==> src/rtl/run_limit_tx.sv <==
// rtl/run_limit_tx.sv - serializer that bit-stuffs to bound runs of identical bits
module run_limit_tx #(
  parameter int DATA_W    = 8,
  parameter int RUN_LIMIT = 3
) (
  input  logic              clk,
  input  logic              rst,
  input  logic              in_valid,
  output logic              in_ready,
  input  logic [DATA_W-1:0] in_data,
  output logic              out,
  output logic              out_valid,
  output logic              stuff_flag,
  output logic              busy
);

  localparam int         CW  = $clog2(DATA_W + 1);
  localparam logic [3:0] LIM = 4'(RUN_LIMIT);

  typedef enum logic [1:0] {IDLE, SHIFT, STUFF} state_t;

  state_t            state;
  logic [DATA_W-1:0] shreg;
  logic [CW-1:0]     bit_cnt;
  logic [3:0]        run_cnt;
  logic              last_bit;

  logic          take;
  logic          do_stuff;
  logic          more;
  logic          nbit;
  logic [CW-1:0] nrem;
  logic [3:0]    nrun;

  // The registers describe the bit currently on out; this logic picks the next one.
  assign take     = in_valid && in_ready;
  assign do_stuff = (state == SHIFT) && (run_cnt == LIM);
  assign more     = (state != IDLE) && (bit_cnt != '0);
  assign nbit     = more ? shreg[DATA_W-1] : in_data[DATA_W-1];
  assign nrem     = more ? (bit_cnt - CW'(1)) : CW'(DATA_W - 1);
  assign nrun     = (nbit == last_bit && out_valid) ? (run_cnt + 4'd1) : 4'd1;

  always_ff @(posedge clk) begin
    if (rst) begin
      state      <= IDLE;
      out        <= 1'b0;
      out_valid  <= 1'b0;
      stuff_flag <= 1'b0;
      busy       <= 1'b0;
      in_ready   <= 1'b1;
      run_cnt    <= '0;
      last_bit   <= 1'b0;
      shreg      <= '0;
      bit_cnt    <= '0;
    end else if (do_stuff) begin
      state      <= STUFF;
      out        <= ~last_bit;
      out_valid  <= 1'b1;
      stuff_flag <= 1'b1;
      busy       <= 1'b1;
      run_cnt    <= 4'd1;
      last_bit   <= ~last_bit;
      in_ready   <= (bit_cnt == '0);
    end else if (more || take) begin
      state      <= SHIFT;
      out        <= nbit;
      out_valid  <= 1'b1;
      stuff_flag <= 1'b0;
      busy       <= 1'b1;
      run_cnt    <= nrun;
      last_bit   <= nbit;
      bit_cnt    <= nrem;
      shreg      <= more ? (shreg << 1) : (in_data << 1);
      // Accept the next word only if this last bit will not force a trailing stuff bit.
      in_ready   <= (nrem == '0) && (nrun != LIM);
    end else begin
      state      <= IDLE;
      out        <= 1'b0;
      out_valid  <= 1'b0;
      stuff_flag <= 1'b0;
      busy       <= 1'b0;
      in_ready   <= 1'b1;
      run_cnt    <= '0;
      last_bit   <= 1'b0;
      shreg      <= '0;
      bit_cnt    <= '0;
    end
  end

endmodule

==> config.mk <==
export PLATFORM = sky130hd
export DESIGN_NAME = run_limit_tx
export DESIGN_NICKNAME = d
export VERILOG_FILES = /design/src/rtl/run_limit_tx.sv
export SDC_FILE = /design/constraint.sdc
export NUM_CORES = 1
export LEC_CHECK = 0
export BUFFER_PORTS_ARGS = -buffer_cell sky130_fd_sc_hd__buf_2
export CAP_MARGIN = 20
export CORE_UTILIZATION = 40
export CTS_CLUSTER_SIZE = 28
export DETAILED_ROUTE_END_ITERATION = 6
export MAX_ROUTING_LAYER = met4
export PLACE_DENSITY = 0.58
export SYNTH_ARGS = -nofsm -noshare
export SYNTH_HDL_FRONTEND = slang
export SYNTH_SLANG_ARGS = --single-unit
==> constraint.sdc <==
create_clock -name clk -period 3.49 [get_ports clk]
set_clock_uncertainty 0.1 [all_clocks]
set_input_delay 0.349 -clock clk [delete_from_list [all_inputs] [get_ports clk]]
set_output_delay 0.349 -clock clk [all_outputs]
set_load 0.1 [all_outputs]
After elaboration in Yosys (flattened, before gate mapping):

Cells that the tools add are included.

* flip-flop bits (word level): 22
* input port bits: 11
* output and inout bits: 5
* logic and storage cells: 47

* add/sub/neg operators: 2
* equality and inequality tests: 4
* multiplexer cells: 17
* bitwise gates (word level): 2
* reduce and logical (&&, ||, !) cells: 12

Operator list (number)
* $mux 8: 2
* $mux 4: 3
* $mux 1: 11
* $logic_not 4->1: 2
* $logic_and 1x1->1: 5
* $add 4x1->4 const B: 1
* $eq 4x2->1 const B: 1
* $ne 4x2->1 const B: 1
* $reduce_bool 4->1: 1
* $sub 4x1->4 const B: 1
* $reduce_or 3->1: 1
* $eq 2x1->1 const B: 1
* $mux 2: 1
* $not 1->1: 2
* $reduce_bool 2->1: 1
* $reduce_or 2->1: 1
* $eq 1x1->1: 1
* $logic_or 1x1->1: 1

Logic depth before layout (Yosys ltp):

Gate-level depths: netlist of the first run.

* word-level depth: 10
* mapped depth: 10
* depth with buffers taken out: 8

Least setup slack after synthesis of the first run:

No wires, ideal clock.

* kind: register to register
* start point: register stuff_flag (netlist name)
* end point: register in_ready
* setup time: 0.120 ns
* arrival time: 2.091 ns
* data required time: 3.270 ns
* path slack: 1.179 ns
* stages on the path, launching flop included: 6
* path buffers: 1
* period minus slack after synthesis: 2.311 ns
* path through: dfxtp_1 nor3_1 a31o_2 a21o_2 buf_2 o31a_1

RTL lines
* end signal: assignment: line 63 `in_ready <= (bit_cnt == '0);`
* end signal: assignment: line 75 `in_ready <= (nrem == '0) && (nrun != LIM);`
* end: declaration: line 9 `output logic in_ready,`

Worst setup path after layout of the first run:

* start point: register bit_cnt[0]
* end point: register in_ready

* word-level cells in the longest chain between the ends: 10
* elaborated cells between the ends (all ways): 15
* those cells by class: add/sub: 1; eq/ne: 2; mux: 5; reduce/logical: 7

Ends and longest elaborated chain
* start: declaration: line 24 `logic [CW-1:0] bit_cnt;`
* start signal: assignment: line 72 `bit_cnt <= nrem;`
* $reduce_bool 4->1: line 38 `assign more = (state != IDLE) && (bit_cnt != '0);`
* $logic_and 1x1->1: line 38
* $mux 1: line 39 `assign nbit = more ? shreg[DATA_W-1] : in_data[DATA_W-1];`
* $eq 1x1->1: line 41 `assign nrun = (nbit == last_bit && out_valid) ? (run_cnt + 4'd1) : 4'd1;`
* $logic_and 1x1->1: line 41
* $mux 4: line 41
* $ne 4x2->1: line 75
* $logic_and 1x1->1: line 75
* $mux 1: line 64 `end else if (more || take) begin`
* $mux 1 (*): line 55 `end else if (do_stuff) begin`

Every way passes the cells marked *; elsewhere a longest branch is shown, timed or not.
A chain may end at the register's enable or synchronous reset.

==> metrics.md, run 1 <==
| Metric | Value |
|---|---|
| Top FF cell, synth | dfxtp_1 |
| CTS sink count | 20 |
| # diodes | 0 |
| CP Cell Sequence | inv_1 -> ha_1 -> nor3b_2 -> or2_1 -> mux2i_4 -> xnor2_2 -> o31a_1 |
| Reg2reg start | bit_cnt[0] |
| Leak | around 0.43 nW |
| Worst-Margin Slew | 0.633 ns |
| DRT antenna net count | 0 |
| Chip Width | approximately 49 um |
| PortBufs | 15 |
| Hold Crit Start | rst |
| Total grt overflow | 0 |
| Synth top area share | 0.460 |
| Die H | 48.6 um |
| Seq/Total Area, Yosys | 0.460 |
| CP arrival | 2.21 ns |
| TritonCTS buffer count | 3 |
| Crit path largest cell delay | around 0.32 ns |
| Clk slew on worst S/H paths | 0.10 ns |
| Crit path time final | between 2 and 2.5 ns |
| Cells after synthesis | 90 |
| Global route hottest layer | met2 |
| Vias in the first global route | about 660 |
| RSZ-0062 raised after global routing | no |
| DRT Wirelength | 1560 um |
| Count leader, synth | dfxtp_1 |
| Post-synth ARST share | 0 |
| Pin count of the biggest net entering global routing | 11 |
| First-pass GRT wire length | approximately 2700 um |
| Hold_ws | approximately 0.16 ns |
| Synth Area in Compound Gates | 0.183 |
| Crit start category | flip-flop |
| Mapped Nets | 103 |
| Maximum clock insertion buffer count | 2 |
| Final slew viol count | 0 |
| # rows | 16 |
| Post-synthesis mux area share | 0.0259 |
| Setup Total Neg Slack | 0 ns |
| Synth cell types | 35 |
| Core area | around 2000 um2 |
| Synth Cell Area | roughly 870 um2 |
| Critical Path End Type | flip-flop |
| Grt met1 use | 0.189 |
| Die ar. | approximately 2400 um2 |
| Root Driver | clkbuf_4 |
| Fmax | ~470 MHz |
| Total Nets Final | 120 |
| Grt met3 use | 0.0283 |
| Area delta synth->final | 12.4% |
| CTS resizes | 0 |
| I/O pins | 16 |
| Endpoints failing setup | 0 |
| All-Layer GR Usage | 0.151 |
| Worst Hold Endpoint | busy |
| Final hold vios | 0 |
| FF-to-FF setup slack | approximately 1.4 ns |
| Syn_area_per_cell | just under 10 um2 |
| Crit Path Class | reg2reg |
| R2r worst-path depth | 7 |
| Post-DP HPWL | 1200 um |
| Skew-Pair Late Insertion Delay | between 0.2 and 0.3 ns |
| Adder-cell share of the synthesized area | 0.0288 |
| Hold_buf cts | 0 |
| Rel. slew slack | 0.575 |
| Vias post-DR | between 600 and 700 |
| # placed instances | ~130 |
| WHS Path Cells | 2 |
| Post-DR vias/cell | 5.27 |
| Residual DRC | 0 |
| Drt first pass iters | 4 |
| CTS tree | done |
| Routed len/inst | between 10 and 15 um |
| Starting Density | 0.434 |
| Post-Synth XOR/XNOR Area | 0.0590 |
| Hold Crit Class | in2reg |
| Worst endpoint required time | between 3 and 4 ns |
| Worst-path fanout max | 5 |
| Critical-path top delay cell | dfxtp_1 |
| Met2 usage | 0.238 |
| Outcome | complete, no violations |
| Synth cell count leaders | 20 x dfxtp_1, 8 x inv_1, 8 x nand2_1, 6 x nor3_1, 5 x a222oi_1 |
| Cell accounting for the most synthesized area | dfxtp_1 |
| Simple logic cell fraction of the synthesized area | 0.173 |
| Number of synthesized flops with an enable pin | 0 |
| FILL cells | just over 200 |
| Fin cells | 132 |
| Maxcap violations | 0 |
| Initial antenna violation count | 0 |
| Largest cells by area after synthesis | dfxtp_1 46%, a222oi_1 5.8%, nor3_1 3.5% |
| Setup bufs post-CTS | 0 |
| Fraction of layout cells with a size suffix above 1 | 0.238 |
| GPL Wtd Cong | approximately 0.78 |
| Pwr dens | 468 nW/um2 |
| Peak supply drop | ~0.00023 V |
| Critical R2R Capture | in_ready |
| Initial drt markers | 28 |
| Final worst path period share | 0.608 |
| H-tree depth | 1 |
| Ys Warns | 0 |
| Main combinational cell family by area after synthesis | compound AO/OA/AOI/OAI gates |
| FF+latch count, synth | 20 |
[cell usage in the layout, fill, tap and decap left out, types with 2 or more instances in the layout]
cell type and instances:
a22o_1 2, nand2_1 8, a21oi_1 3, o22ai_1 2, nor2_1 4, clkbuf_4 3, a222oi_1 5, xor2_1 3
buf_2 15, ha_1 2, dfxtp_1 20, inv_1 8, nor3_1 6, o21ai_0 2, nand3_1 3
[state kept, by name, summed over array words and instances, names as in the netlist]
name / flops
in_ready: 1
shreg: 7
state: 1
busy: 1
run_cnt: 4
last_bit: 1
bit_cnt: 4
stuff_flag: 1
[stage by stage]
step / total power, W / utilization / cell area (um2) / setup slack (ns)
floorplan: 0.000345 / - / 870 / 1.18
global placement: 0.000360 / 0.477 / 955 / 1.47
detailed placement: 0.000362 / 0.477 / 955 / 1.39
CTS: 0.000464 / 0.488 / 977 / 1.36
global route: 0.000489 / 0.488 / 977 / 1.22
finish: 0.000457 / 0.488 / 977 / 1.37
[cell type report]
cell class                 count  area [um2]  area share
clock buffer                   3        22.5      0.0230
sequential                    20         400       0.410
inverter                      10        37.5      0.0384
tap                           27        33.8      0.0346
multi-input combinational     57         408       0.417
timing repair buffer          15        75.1      0.0768
[logic make-up after synthesis]
| group | after synthesis |
|---|---|
| xor gates and xnor gates | 5 |
| DFF | 20 |
| muxes | 1 |
| adders and majority gates | 2 |
| buffers and inverters | 13 |
| and+or+nand+nor | 28 |
| AOI/OAI and AO/OA | 21 |
[worst max-delay path by stage]
stage	startpoint	end	slack, ns	cells past startpoint
floorplan	stuff_flag	in_ready	1.18	5
global placement	bit_cnt[0]	in_ready	1.47	7
detailed placement	bit_cnt[0]	in_ready	1.39	7
CTS	bit_cnt[0]	in_ready	1.36	7
global route	bit_cnt[0]	in_ready	1.22	7
finish	bit_cnt[0]	in_ready	1.37	7
[power by group]
group / leakage [nW] / switching (W) / internal [W]
sequential: 0.164 / 0.0000128 / 0.000243
clock: 0.0138 / 0.0000607 / 0.0000401
combinational: 0.253 / 0.0000676 / 0.0000334
[critical path: cells and delay by family, from the launching register on]
family,cells,cell delay [ns]
XOR/XNOR,1,0.12
AND/OR/NAND/NOR,2,0.53
flip-flops,1,0.32
buffers and inverters,1,0.10
adder cells (fa/ha/maj),1,0.24
AO/OA/AOI/OAI,1,0.30
multiplexers,1,0.30
[routing by layer]
| layer | wire, um | vias up |
|---|---|---|
| li1 | - | 354 |
| met1 | 769 | 324 |
| met2 | 728 | 16 |
| met3 | 47 | 2 |
| met4 | 11 | 0 |
| met5 | 0 | - |
No activity file was read; power rests on OpenSTA's default activity.
==> inputs of run 2 (changes only) <==
==> constraint.sdc (replaced) <==
create_clock -name clk -period 2.09 [get_ports clk]
set_clock_uncertainty 0.1 [all_clocks]
set_input_delay 0.209 -clock clk [delete_from_list [all_inputs] [get_ports clk]]
set_output_delay 0.209 -clock clk [all_outputs]
set_load 0.1 [all_outputs]
==> run 2 against run 1 <==
  * Critical path depth unchanged
  * Worst setup slack got worse by 1.2 ns
  * Highest routed layer unchanged
  * Largest power group unchanged
  * Clock power increased by 130%
  * Total power increased by 83%
  * Combinational power increased by 79%
  * Sequential power increased by 67%
  * Count of clock-buffer cells in the layout increased by 1
  * Die area unchanged
==> metrics.md, run 2 (synthesis gave the netlist of run 1 again) <==
| Metric | Value |
|---|---|
| Total grt overflow | 0 (unchanged) |
| PortBufs | 15 (unchanged) |
| Vias in the first global route | 713 (+8.2%) |
| Worst-Margin Slew | 0.486 ns (-0.147 ns) |
| Post-DP HPWL | 1300 um (+8.2%) |
| Final hold vios | 0 (unchanged) |
| Rel. slew slack | 0.678 (+0.103) |
| Initial antenna violation count | 0 (unchanged) |
| PnR Total Power | 0.000836 W (+83%) |
| Total Nets Final | 125 (+4.2%) |
| Commonest non-fill, non-tap cell in the layout | dfxtp_1 |
| Hold Crit Class | in2reg |
| Fin cells | 138 (+4.5%) |
| Pwr dens | 802 nW/um2 (+71%) |
| Switching Share | 0.310 (+0.00171) |
| Most frequent cells in the layout | 19 x dfxtp_1, 15 x buf_2, 8 x inv_1, 8 x nand2_1 |
| GPL Wtd Cong | 0.759 (-3.2%) |
| Maximum clock insertion buffer count | 2 (unchanged) |
| Largest register FFs | 7 (unchanged) |
| Routed len/inst | 12.1 um (+2.4%) |
| Initial drt markers | 28 (unchanged) |
| Final worst path period share | 0.936 (+0.328) |
| TritonCTS buffer count | 3 (unchanged) |
| Clock network power share | 0.274 (+0.054) |
| Logic pwr share | 0.217 (-0.004) |
| Die ar. | 2360 um2 (unchanged) |
| Critical Path End Type | flip-flop |
| Area delta synth->final | 19.9% |
| Crit path time final | 1.96 ns (-0.165 ns) |
| WP buf/inv | 1 (unchanged) |
| Crit start category | flip-flop |
| Crit Path Class | reg2reg |
| CP delay by family, top | simple AND/OR/NAND/NOR gates |
| Die H | 48.6 um (unchanged) |
| Pin count of the biggest net entering global routing | 12 (+1) |
| DRT Wirelength | 1670 um (+7.1%) |
| Drt first pass iters | 4 (unchanged) |
| Vias post-DR | 720 (+3.4%) |
| Residual DRC | 0 (unchanged) |
| Chip Width | 48.6 um (unchanged) |
| Peak supply drop | 0.000462 V (+100%) |
| DRT antenna net count | 0 (unchanged) |
| Starting Density | 0.434 (unchanged) |
| Endpoints failing setup | 0 (unchanged) |
| P_int | 0.000576 W (+82%) |
| FILL cells | 204 (+0.99%) |
| Maxcap violations | 0 (unchanged) |
| # rows | 16 (unchanged) |
| Crit path largest cell delay | 0.35 ns (+0.03 ns) |
| Fmax | 511 MHz (+8.4%) |
| Sequential power share | 0.510 (-0.049) |
| First-pass GRT wire length | 2860 um (+5.3%) |
| CP Cell Sequence | inv_1 -> ha_1 -> nor3b_2 -> or2_4 -> mux2i_4 -> xnor2_2 -> o31a_1 |
| Setup bufs post-CTS | 0 (unchanged) |
| Clk slew on worst S/H paths | 0.11 ns (about the same) |
| Root Driver | clkbuf_4 |
| Placed cell areas | 978 um2 (+2.5%) |
| # diodes | 0 (unchanged) |
| Setup Total Neg Slack | 0 ns (unchanged) |
| Outcome | complete, no violations |
| Critical-path top delay cell | dfxtp_1 |
| # placed instances | 132 (+2.3%) |
| Final design area excluding fillers | 1040 um2 (+6.7%) |
| Skew-Pair Late Insertion Delay | 0.31 ns (+0.03 ns) |
| CTS sink count | 20 (unchanged) |
| Worst slack, placed | 0.0617 ns (-1.33 ns) |
| All-Layer GR Usage | 0.163 (+0.0121) |
| Post-DR vias/cell | 5.22 (-1.0%) |
| I/O pins | 16 (unchanged) |
| Top reg by flops | shreg |
| Core area | 2000 um2 (unchanged) |
| Worst-path fanout max | 5 (unchanged) |
| Worst endpoint required time | 2.20 ns (-1.37 ns) |
| Leak | 0.464 nW (+7.8%) |
| Switch Pwr | 0.000259 W (+84%) |
| CP arrival | 2.07 ns (-0.14 ns) |
| Final slew viol count | 0 (unchanged) |
| FF-to-FF setup slack | 0.13 ns (-1.24 ns) |
| H-tree depth | 1 (unchanged) |
| RSZ-0062 raised after global routing | no |
| Largest registers | shreg: 7 flops, bit_cnt: 4 flops, run_cnt: 4 flops |
| Fraction of layout cells with a size suffix above 1 | 0.288 (+0.0502) |
| CTS tree | done |
| Worst setup margin | 0.133 ns (-1.24 ns) |
[run 2: cell count changes in the layout (fill, tap and decap cells not counted)]
| cell | before | now |
|---|---|---|
| nor3_1 | 6 | 5 |
| or2_4 | 0 | 1 |
| or2_1 | 1 | 0 |
| dfxtp_2 | 0 | 1 |
| dlygate4sd3_1 | 0 | 2 |
| nor3_2 | 0 | 1 |
| dfxtp_1 | 20 | 19 |
| clkbuf_8 | 0 | 1 |
| buf_4 | 0 | 3 |
[run 2: final cells by class]
| type | instances | area (um2) | share of cell area |
|---|---|---|---|
| inverters | 10 | 37.5 | 0.0360 |
| multi-input cells | 57 | 415 | 0.399 |
| flip-flops and latches | 20 | 402 | 0.385 |
| well taps | 27 | 33.8 | 0.0324 |
| clock buffers | 4 | 36.3 | 0.0348 |
| repair buffers | 20 | 118 | 0.113 |
[run 2: worst paths after layout]
| kind | from | endpoint | cells past startpoint |
|---|---|---|---|
| setup / recovery | bit_cnt[0] | in_ready | 7 |
| hold / removal | in_data[4] | shreg[5] | 3 |
| setup reg to reg | bit_cnt[0] | in_ready | 7 |
| hold reg to reg | shreg[4] | shreg[4] | 2 |
[run 2: what timing repair did]
item / in CTS / in global routing
hold buffers: 2 / 0
hold endpoints to repair: 2 / 0
resized for setup: 0 / 2
endpoints found under the setup margin: 0 / 2
[run 2: worst min-delay path, cell delays in order]
cell	delay [ns]
buf_2	0.07
a222oi_1	0.06
inv_1	0.06
[run 2: power by group through the flow]
stage                     Sequential, W  Clock [W]  Combinational [W]
after floorplan                0.000469          0           0.000106
after global placement         0.000434          0           0.000172
after detailed placement       0.000435          0           0.000175
after CTS                      0.000426   0.000236           0.000179
after global routing           0.000429   0.000252           0.000195
final                          0.000426   0.000229           0.000181
[run 2: per-stage QoR]
| step | util | hold slack [ns] |
|---|---|---|
| after CTS | 0.517 | 0.0106 |
| after global routing | 0.521 | 0.0110 |
| after floorplan | - | 0.190 |
| after detailed placement | 0.489 | 0.326 |
| after global placement | 0.489 | 0.317 |
| final | 0.521 | 0.0146 |
[run 2: metal layers]
layer	global-route usage	routed length, um	vias to the layer above
li1	-	-	366
met5	-	0	-
met2	0.287	804	17
met3	0.0283	79	5
met1	0.171	736	332
met4	0.0882	46	0
